`src/rtl/rr_arb_pkg.sv`:
```
// rr_arb_pkg: shared constants, FSM states and the one-hot to index mapping
package rr_arb_pkg;
  localparam int NREQ = 4;
  localparam int IDX_W = 2;
  typedef enum logic {ST_IDLE, ST_GRANT} state_t;
  function automatic logic [IDX_W-1:0] onehot_to_idx(input logic [NREQ-1:0] oh);
    return {oh[3] | oh[2], oh[3] | oh[1]};
  endfunction
endpackage

```
`src/rtl/rr_pick.sv`:
```
// rr_pick: combinational round-robin selector, first request after i_last_idx wins
import rr_arb_pkg::*;
module rr_pick (
  input  logic [NREQ-1:0]  i_req_eff,
  input  logic [IDX_W-1:0] i_last_idx,
  output logic             o_found,
  output logic [NREQ-1:0]  o_onehot,
  output logic [IDX_W-1:0] o_idx
);
  always_comb begin
    o_onehot = '0;
    // farthest offset first so the nearest requester after i_last_idx overwrites
    for (int k = NREQ; k >= 1; k--)
      if (i_req_eff[IDX_W'(i_last_idx + IDX_W'(k))])
        o_onehot = NREQ'(1) << IDX_W'(i_last_idx + IDX_W'(k));
  end
  assign o_found = |o_onehot;
  assign o_idx = onehot_to_idx(o_onehot);
endmodule

```
`src/rtl/rr_onehot_arbiter.sv`:
```
// rr_onehot_arbiter: round-robin arbiter with registered one-hot grant and valid/ready hold.
// ARB_REQ_LATCH_EN adds a pending register so single-cycle request pulses are never lost.
module rr_onehot_arbiter #(
  parameter int NREQ = rr_arb_pkg::NREQ,
  parameter int IDX_W = rr_arb_pkg::IDX_W
) (
  input  logic             clk,
  input  logic             rst_n,
  input  logic [NREQ-1:0]  req,
  input  logic             gnt_ready,
  output logic             gnt_valid,
  output logic [NREQ-1:0]  gnt_onehot,
  output logic [IDX_W-1:0] gnt_idx,
  output logic             busy
);
  import rr_arb_pkg::*;
  if (NREQ != 4 || IDX_W != 2) begin : g_bad_cfg
    $error("rr_onehot_arbiter supports only NREQ=4, IDX_W=2");
  end
  state_t r_state, w_state_nx;
  logic [NREQ-1:0] r_onehot, w_onehot_nx, w_eff, w_pick_oh;
  logic [IDX_W-1:0] r_idx, r_last, w_idx_nx, w_last_nx, w_pick_idx;
  logic w_accept, w_load, w_found;
  assign w_accept = (r_state == ST_GRANT) && gnt_ready;
  assign w_load = (r_state == ST_IDLE) || w_accept;
`ifdef ARB_REQ_LATCH_EN
  logic [NREQ-1:0] r_pend, w_pend_nx;
  // new req on the accepted bit re-sets its flag (set wins over clear)
  assign w_pend_nx = (r_pend & ~(w_accept ? r_onehot : '0)) | req;
  assign w_eff = w_pend_nx;
  always_ff @(posedge clk or negedge rst_n)
    if (!rst_n) r_pend <= '0;
    else r_pend <= w_pend_nx;
`else
  assign w_eff = req;
`endif
  // on accept the next pick already treats the served index as the last one
  assign w_last_nx = w_accept ? r_idx : r_last;
  rr_pick u_pick (
    .i_req_eff (w_eff),
    .i_last_idx(w_last_nx),
    .o_found   (w_found),
    .o_onehot  (w_pick_oh),
    .o_idx     (w_pick_idx)
  );
  always_comb begin
    w_state_nx = w_load ? (w_found ? ST_GRANT : ST_IDLE) : r_state;
    w_onehot_nx = w_load ? w_pick_oh : r_onehot;
    w_idx_nx = (w_load && w_found) ? w_pick_idx : r_idx;
  end
  always_ff @(posedge clk or negedge rst_n)
    if (!rst_n) begin
      r_state <= ST_IDLE;
      r_onehot <= '0;
      r_idx <= '0;
      r_last <= '1;
    end else begin
      r_state <= w_state_nx;
      r_onehot <= w_onehot_nx;
      r_idx <= w_idx_nx;
      r_last <= w_last_nx;
    end
  assign gnt_valid = (r_state == ST_GRANT);
  assign busy = (r_state == ST_GRANT);
  assign gnt_onehot = r_onehot;
  assign gnt_idx = r_idx;
endmodule

```
`config.mk`:
```
export PLATFORM = sky130hd
export DESIGN_NAME = rr_onehot_arbiter
export DESIGN_NICKNAME = d
export VERILOG_FILES = /design/src/rtl/rr_arb_pkg.sv /design/src/rtl/rr_pick.sv /design/src/rtl/rr_onehot_arbiter.sv
export SDC_FILE = /design/constraint.sdc
export NUM_CORES = 1
export LEC_CHECK = 0
export BUFFER_PORTS_ARGS = -buffer_cell sky130_fd_sc_hd__buf_2
export CAP_MARGIN = 40
export CORE_UTILIZATION = 30
export CTS_CLUSTER_SIZE = 28
export DETAILED_ROUTE_END_ITERATION = 8
export GPL_TIMING_DRIVEN = 0
export REMOVE_ABC_BUFFERS = 1
export SYNTH_ARGS = -nofsm -noshare
export SYNTH_HDL_FRONTEND = slang
export SYNTH_SLANG_ARGS = --single-unit
```
`constraint.sdc`:
```
create_clock -name clk -period 5.55 [get_ports clk]
set_input_delay 0.555 -clock clk [delete_from_list [all_inputs] [get_ports clk]]
set_output_delay 0.555 -clock clk [all_outputs]
set_load 0.02 [all_outputs]
```
Word level (Yosys, flattened, before mapping)

Cells that the tools add are included.

$lt $le $gt $ge: 4
Bitwise logic cells: 3
Reductions and logical operators: 4
Add/sub/neg operators: 3
Shift-type cells: 4
Multiplexer cells: 14

Operators with widths:

| kind                | number |
|---|---|
| $mux 4              | 4 |
| $shl 1x2->4 const A | 4 |
| $lt 2x3->1 const B  | 4 |
| $bmux 1 s2          | 4 |
| $mux 1              | 5 |
| $add 2x2->2 const B | 2 |
| $reduce_or 4->1     | 1 |
| $add 2x1->2 const B | 1 |
| $logic_and 1x1->1   | 2 |
| $mux 2              | 1 |
| $or 1x1->1          | 2 |
| $logic_or 1x1->1    | 1 |
| $not 1->1           | 1 |

Logic and storage cells: 36
Register bits: 9
Input bits: 7

Depth between registers and ports, before layout

Depth in word-level cells: 10
Mapped depth: 9
Gate-level depth less buffers: 9

Cells and area by module

A second synthesis with hierarchy kept.

Cells, all modules: 71
Area total of the unflattened synthesis: 823.3 sq um

By module, submodules not included:

| module            | sequential area each (sq um) | instances | area each (sq um) | cells an instance |
|---|---|---|---|---|
| rr_pick           | 0.0                          | 1         | 454.2             | 49 |
| rr_onehot_arbiter | 227.7                        | 1         | 369.1             | 22 |

Worst setup path before layout

Ideal clock, no wire load.

Path type: reg2reg
Start: register r_state, in the netlist busy
End: register r_state, in the netlist busy
Path slack: 2378 ps
Arrival: 3034 ps
Required time: 5412 ps
Clock period less this slack: 3172 ps
Buffers on the path: 0
Cell stages (with the launch flop): 9
Library setup time: 138 ps
Path through: dfrtp_1 nand2_1 mux2_4 ha_1 mux4_1 a2111oi_1 a311oi_1 a311o_1 or4_1

Cells in the longest elaborated chain, start to end: 10
Elaborated cells on any way between the ends: 25

RTL lines:

| item                                                          | RTL line                     | source |
|---|---|---|
| start, declared                                               | rr_onehot_arbiter.sv:20      | `state_t r_state, w_state_nx;` |
| start signal, assigned                                        | rr_onehot_arbiter.sv:58      | `r_state <= w_state_nx;` |
| $logic_and 1x1->1 (*)                                         | rr_onehot_arbiter.sv:24      | `assign w_accept = (r_state == ST_GRANT) && gnt_ready;` |
| $mux 2 (*)                                                    | rr_onehot_arbiter.sv:38      | `assign w_last_nx = w_accept ? r_idx : r_last;` |
| named net u_pick.i_last_idx[1]                                | rr_pick.sv:5                 | `input logic [IDX_W-1:0] i_last_idx,` |
| $add 2x2->2 / $bmux 1 s2 (equally long branches)              | rr_pick.sv:14, rr_pick.sv:15 |  |
| $bmux 1 s2 / $mux 1 (equally long branches)                   | rr_pick.sv:14                | `if (i_req_eff[IDX_W'(i_last_idx + IDX_W'(k))])` |
| $mux 1 (implied by the code) / $mux 4 (equally long branches) | rr_pick.sv:14                |  |
| $mux 4 (2 in a row)                                           | rr_pick.sv:14                |  |
| $mux 4 (*)                                                    | rr_pick.sv:14                |  |
| $reduce_or 4->1 (*)                                           | rr_pick.sv:17                | `assign o_found = \|o_onehot;` |
| $mux 1 (*)                                                    | rr_onehot_arbiter.sv:47      | `w_state_nx = w_load ? (w_found ? ST_GRANT : ST_IDLE) : r_state;` |

Mark *: on every way through the listed nets, which the timed path passes. The rest lies on a longest branch. The select of a mux whose other input is x is not followed.
A chain may end at the register's enable or synchronous reset.

Worst setup path after layout

Start: register r_last[0]
End: register r_state, in the netlist busy

Cells in the longest elaborated chain, start to end: 9
Elaborated cells on any way between the ends: 22

RTL lines:

| item                                                          | RTL line                     | source |
|---|---|---|
| start, declared                                               | rr_onehot_arbiter.sv:22      | `logic [IDX_W-1:0] r_idx, r_last, w_idx_nx, w_last_nx, w_pick_idx;` |
| start signal, assigned                                        | rr_onehot_arbiter.sv:61      | `r_last <= w_last_nx;` |
| $mux 2 (*)                                                    | rr_onehot_arbiter.sv:38      |  |
| named net u_pick.i_last_idx[0]                                | rr_pick.sv:5                 |  |
| $add 2x2->2 / $bmux 1 s2 (equally long branches)              | rr_pick.sv:14, rr_pick.sv:15 |  |
| $bmux 1 s2 / $mux 1 (equally long branches)                   | rr_pick.sv:14                |  |
| $mux 1 (implied by the code) / $mux 4 (equally long branches) | rr_pick.sv:14                |  |
| $mux 4 (2 in a row)                                           | rr_pick.sv:14                |  |
| $mux 4 (*)                                                    | rr_pick.sv:14                |  |
| $reduce_or 4->1 (*)                                           | rr_pick.sv:17                |  |
| $mux 1 (*)                                                    | rr_onehot_arbiter.sv:47      |  |

Marks and branches as above.

==> results.py <==
metrics = {
    "run_status": {
        "outcome": "finished, final reports clean",
    },
    "grt": {
        "antenna_found_initial": 0,
        "grtUsageMet3_pct": 5.08,
        "grt_max_degree": 10,
        "use_met1_pct": 17.9,
        "grt_busiest_layer": "met2",
        "grt_pass1_vias": 689,
        "global_route.usage.met2_pct": 25.3,
        "overflow": 0,
        "grt_pass1_wl_um": 3040,
        "grt_use_total_pct": 14.8,
    },
    "logic_synthesis": {
        "ys_warn_count": 0,
        "yosys.area_share.adder_pct": 9.27,
        "syn_inst": 87,
        "ys_types": 36,
        "synth-compound-area-share_pct": 21.9,
        "synth-xor-area-share_pct": 0,
        "ys_ff_latch": 9,
        "muxShareOfSynthArea_pct": 13.9,
        "syn_area_per_cell_sq_um": 9.30,
        "synthSimpleGateAreaFrac_pct": 22.1,
        "syn-cell-area_sq_um": 810,
        "synth_top_family_by_area": "simple AND/OR/NAND/NOR gates",
        "yosysSeqAreaShare_pct": 28.1,
    },
    "power_and_ir_drop": {
        "p_total_uw": 593,
        "p_leak_uw": 0.000431,
        "ir_drop_v": 0.000279,
        "p_per_area_nw_per_um2": 634,
    },
    "timing": {
        "finalCriticalPeriod_ps": 3450,
        "clock.fmax_mhz": 290,
        "finalHoldViolCount": 0,
        "rsz0062_at_grt": "no",
        "worstMarginPinSlew_ps": 546,
        "tns_ps": 0,
        "finalSetupViolations": 0,
        "maxSlewViolCount": 0,
        "slew_headroom_pct": 62.6,
        "min_period_over_period_pct": 62.2,
        "skew_ps": 1.09,
        "holdWs_ps": 129,
    },
    "setup_path": {
        "r2r_start": "r_last[0]",
        "endpoint_kind": "flip-flop",
        "worstSetupEndpoint": "busy",
        "worstSetupPathType": "reg2reg",
        "required_ps": 5680,
        "critPathMaxStageDelay_ps": 670,
        "rrSetupSlack_ps": 2100,
        "worst_path_max_delay_cell": "mux4_1",
        "path_max_fanout": 9,
        "worst_r2r_endpoint": "busy",
        "crit_chain": "a21bo_2 -> nand2_4 -> inv_1 -> ha_1 -> mux4_1 -> a2111oi_1 -> a311oi_1 -> a311o_1 -> or4_1",
        "r2r_cells": 9,
        "cp-start-kind": "flip-flop",
        "cp.arrival_ps": 3570,
        "cp-startpoint": "r_last[0]",
    },
    "cts": {
        "cts_tree": "yes",
        "clk_latency_ps": 260,
        "cts_sinks": 9,
        "htree_levels": 1,
        "postCtsSetupRepairBufs": 0,
        "clk_path_buf_depth": 2,
        "cts_hold_buf": 0,
        "cts_resized": 0,
        "cts_buffers": 3,
        "clk_pin_slew_ps": 60,
        "cts_root_buffer": "clkbuf_4",
    },
    "placed_design": {
        "postPlaceCellArea_sq_um": 910,
        "dp.final_hpwl_um": 1470,
        "gp_congestion": 0.792,
        "port_buffers": 14,
    },
    "layout": {
        "seq_area_sq_um": 228,
        "area_delta_synth_final_pct": 15.6,
        "final_cell_mix": "nand2_1, buf_2, inv_1, dfrtp_1",
        "design_area_sq_um": 936,
        "fillers": 270,
        "drive_above_1_share_pct": 27.9,
        "diodes": 0,
        "layout_commonest_cell": "nand2_1",
        "multiInputGateArea_sq_um": 544,
        "fin_nets": 118,
    },
    "floorplan": {
        "placementRows": 18,
        "start_util_pct": 32.1,
        "die-area_sq_um": 2910,
        "core_area_sq_um": 2520,
        "pin_count": 15,
        "die_h_um": 53.9,
        "die_x_um": 53.9,
    },
    "route": {
        "drt-pass1-iter-count": 4,
        "drc": 0,
        "antenna_left": 0,
        "drtIter0Drc": 9,
        "routedWlPerCell_um": 13.5,
        "vias": 718,
        "viasPerCell": 5.36,
        "wl_um": 1810,
    },
    "flow_run": {
        "cap_violations": 0,
    },
    "worst_hold_path": {
        "min_path_type": "in2async",
    },
}
-- state kept, by name (all words and copies together) (netlist names) --
register and cells:
busy 1, gnt_idx 2, gnt_onehot 4, r_last 2
-- layout make-up --
type / count / area share, %
Multi-Input combinational cell: 69 / 58.2
Timing Repair Buffer: 14 / 7.49
Tap cell: 30 / 4.01
Clock buffer: 4 / 2.81
Sequential cell: 9 / 24.3
Inverter: 8 / 3.21
-- worst min path at each step --
stage	cells past startpoint	to	from
after CTS	1	gnt_idx[0]	rst_n
after global placement	1	gnt_idx[1]	rst_n
after floorplan	0	busy	rst_n
after global routing	1	gnt_onehot[2]	rst_n
after detailed placement	1	gnt_idx[1]	rst_n
final	1	gnt_onehot[2]	rst_n
-- routing by layer --
| metal | part of all wire (%) | up-vias |
|---|---|---|
| li1 | - | 364 |
| met1 | 47 | 334 |
| met2 | 48 | 18 |
| met3 | 3.9 | 2 |
| met4 | 0.94 | 0 |
| met5 | 0 | - |
-- cell families (layout without fill, tap and decap cells) --
| family | Yosys count | count (layout) |
|---|---|---|
| AO/OA/AOI/OAI | 23 | 23 |
| adder cells (fa/ha/maj) | 6 | 6 |
| buffers and inverters | 9 | 26 |
| flip-flops | 9 | 9 |
| multiplexers | 5 | 5 |
| AND/OR/NAND/NOR | 35 | 35 |
-- metrics by stage --
stage	worst slack [ps]	cells	utilization, %
floorplan	2250	86	-
global placement	1980	130	36.1
detailed placement	1960	130	36.1
CTS	2110	134	37.1
global route	1920	134	37.1
finish	2100	134	37.1
-- worst max-delay path: cells and delay by family (launching register included) --
family | cells | cell delay (ps)
buffers and inverters | 1 | 100
muxes | 1 | 670
DFF | 1 | 520
and+or+nand+nor | 2 | 560
AOI/OAI and AO/OA | 4 | 1090
adders and majority gates | 1 | 380
-- synthesized netlist by cell type --
cell / instances / share of area [%]
o21ai_1: 1 / 0.62
a311o_1: 3 / 3.7
nor2_1: 4 / 1.9
a221oi_1: 1 / 1.1
a311oi_1: 2 / 2.2
a21bo_2: 1 / 1.2
and4_1: 1 / 1.1
o211ai_1: 3 / 2.8
a211oi_1: 1 / 0.93
and2b_2: 1 / 1.1
mux2_4: 1 / 1.9
o2111ai_1: 1 / 1.1
buf_4: 1 / 0.93
and2_2: 1 / 0.93
a21oi_1: 4 / 2.5
or4_1: 1 / 0.93
ha_1: 6 / 9.3
and2_1: 1 / 0.77
inv_1: 7 / 3.2
nand2_1: 15 / 7.0
dfstp_2: 2 / 6.5
inv_2: 1 / 0.46
dfrtp_1: 7 / 22
mux4_1: 2 / 6.5
nand2_4: 1 / 1.4
a2111oi_0: 1 / 1.1
o21ai_0: 1 / 0.62
a31oi_1: 1 / 0.77
and3_1: 2 / 1.5
a21boi_0: 1 / 0.93
or2b_2: 1 / 1.1
nand3_1: 6 / 3.7
a2111oi_1: 1 / 1.2
or2_2: 1 / 0.77
mux4_2: 2 / 5.6
a32o_1: 1 / 1.2
-- report_power, final --
group	leakage (uW)	internal [uW]	switching [uW]	total, uW
Combinational	0.000314	174	249	424
Clock	0.0000150	27.7	22.1	49.7
Sequential	0.000101	102	18.2	120
Power figures use the tool's default switching activity.
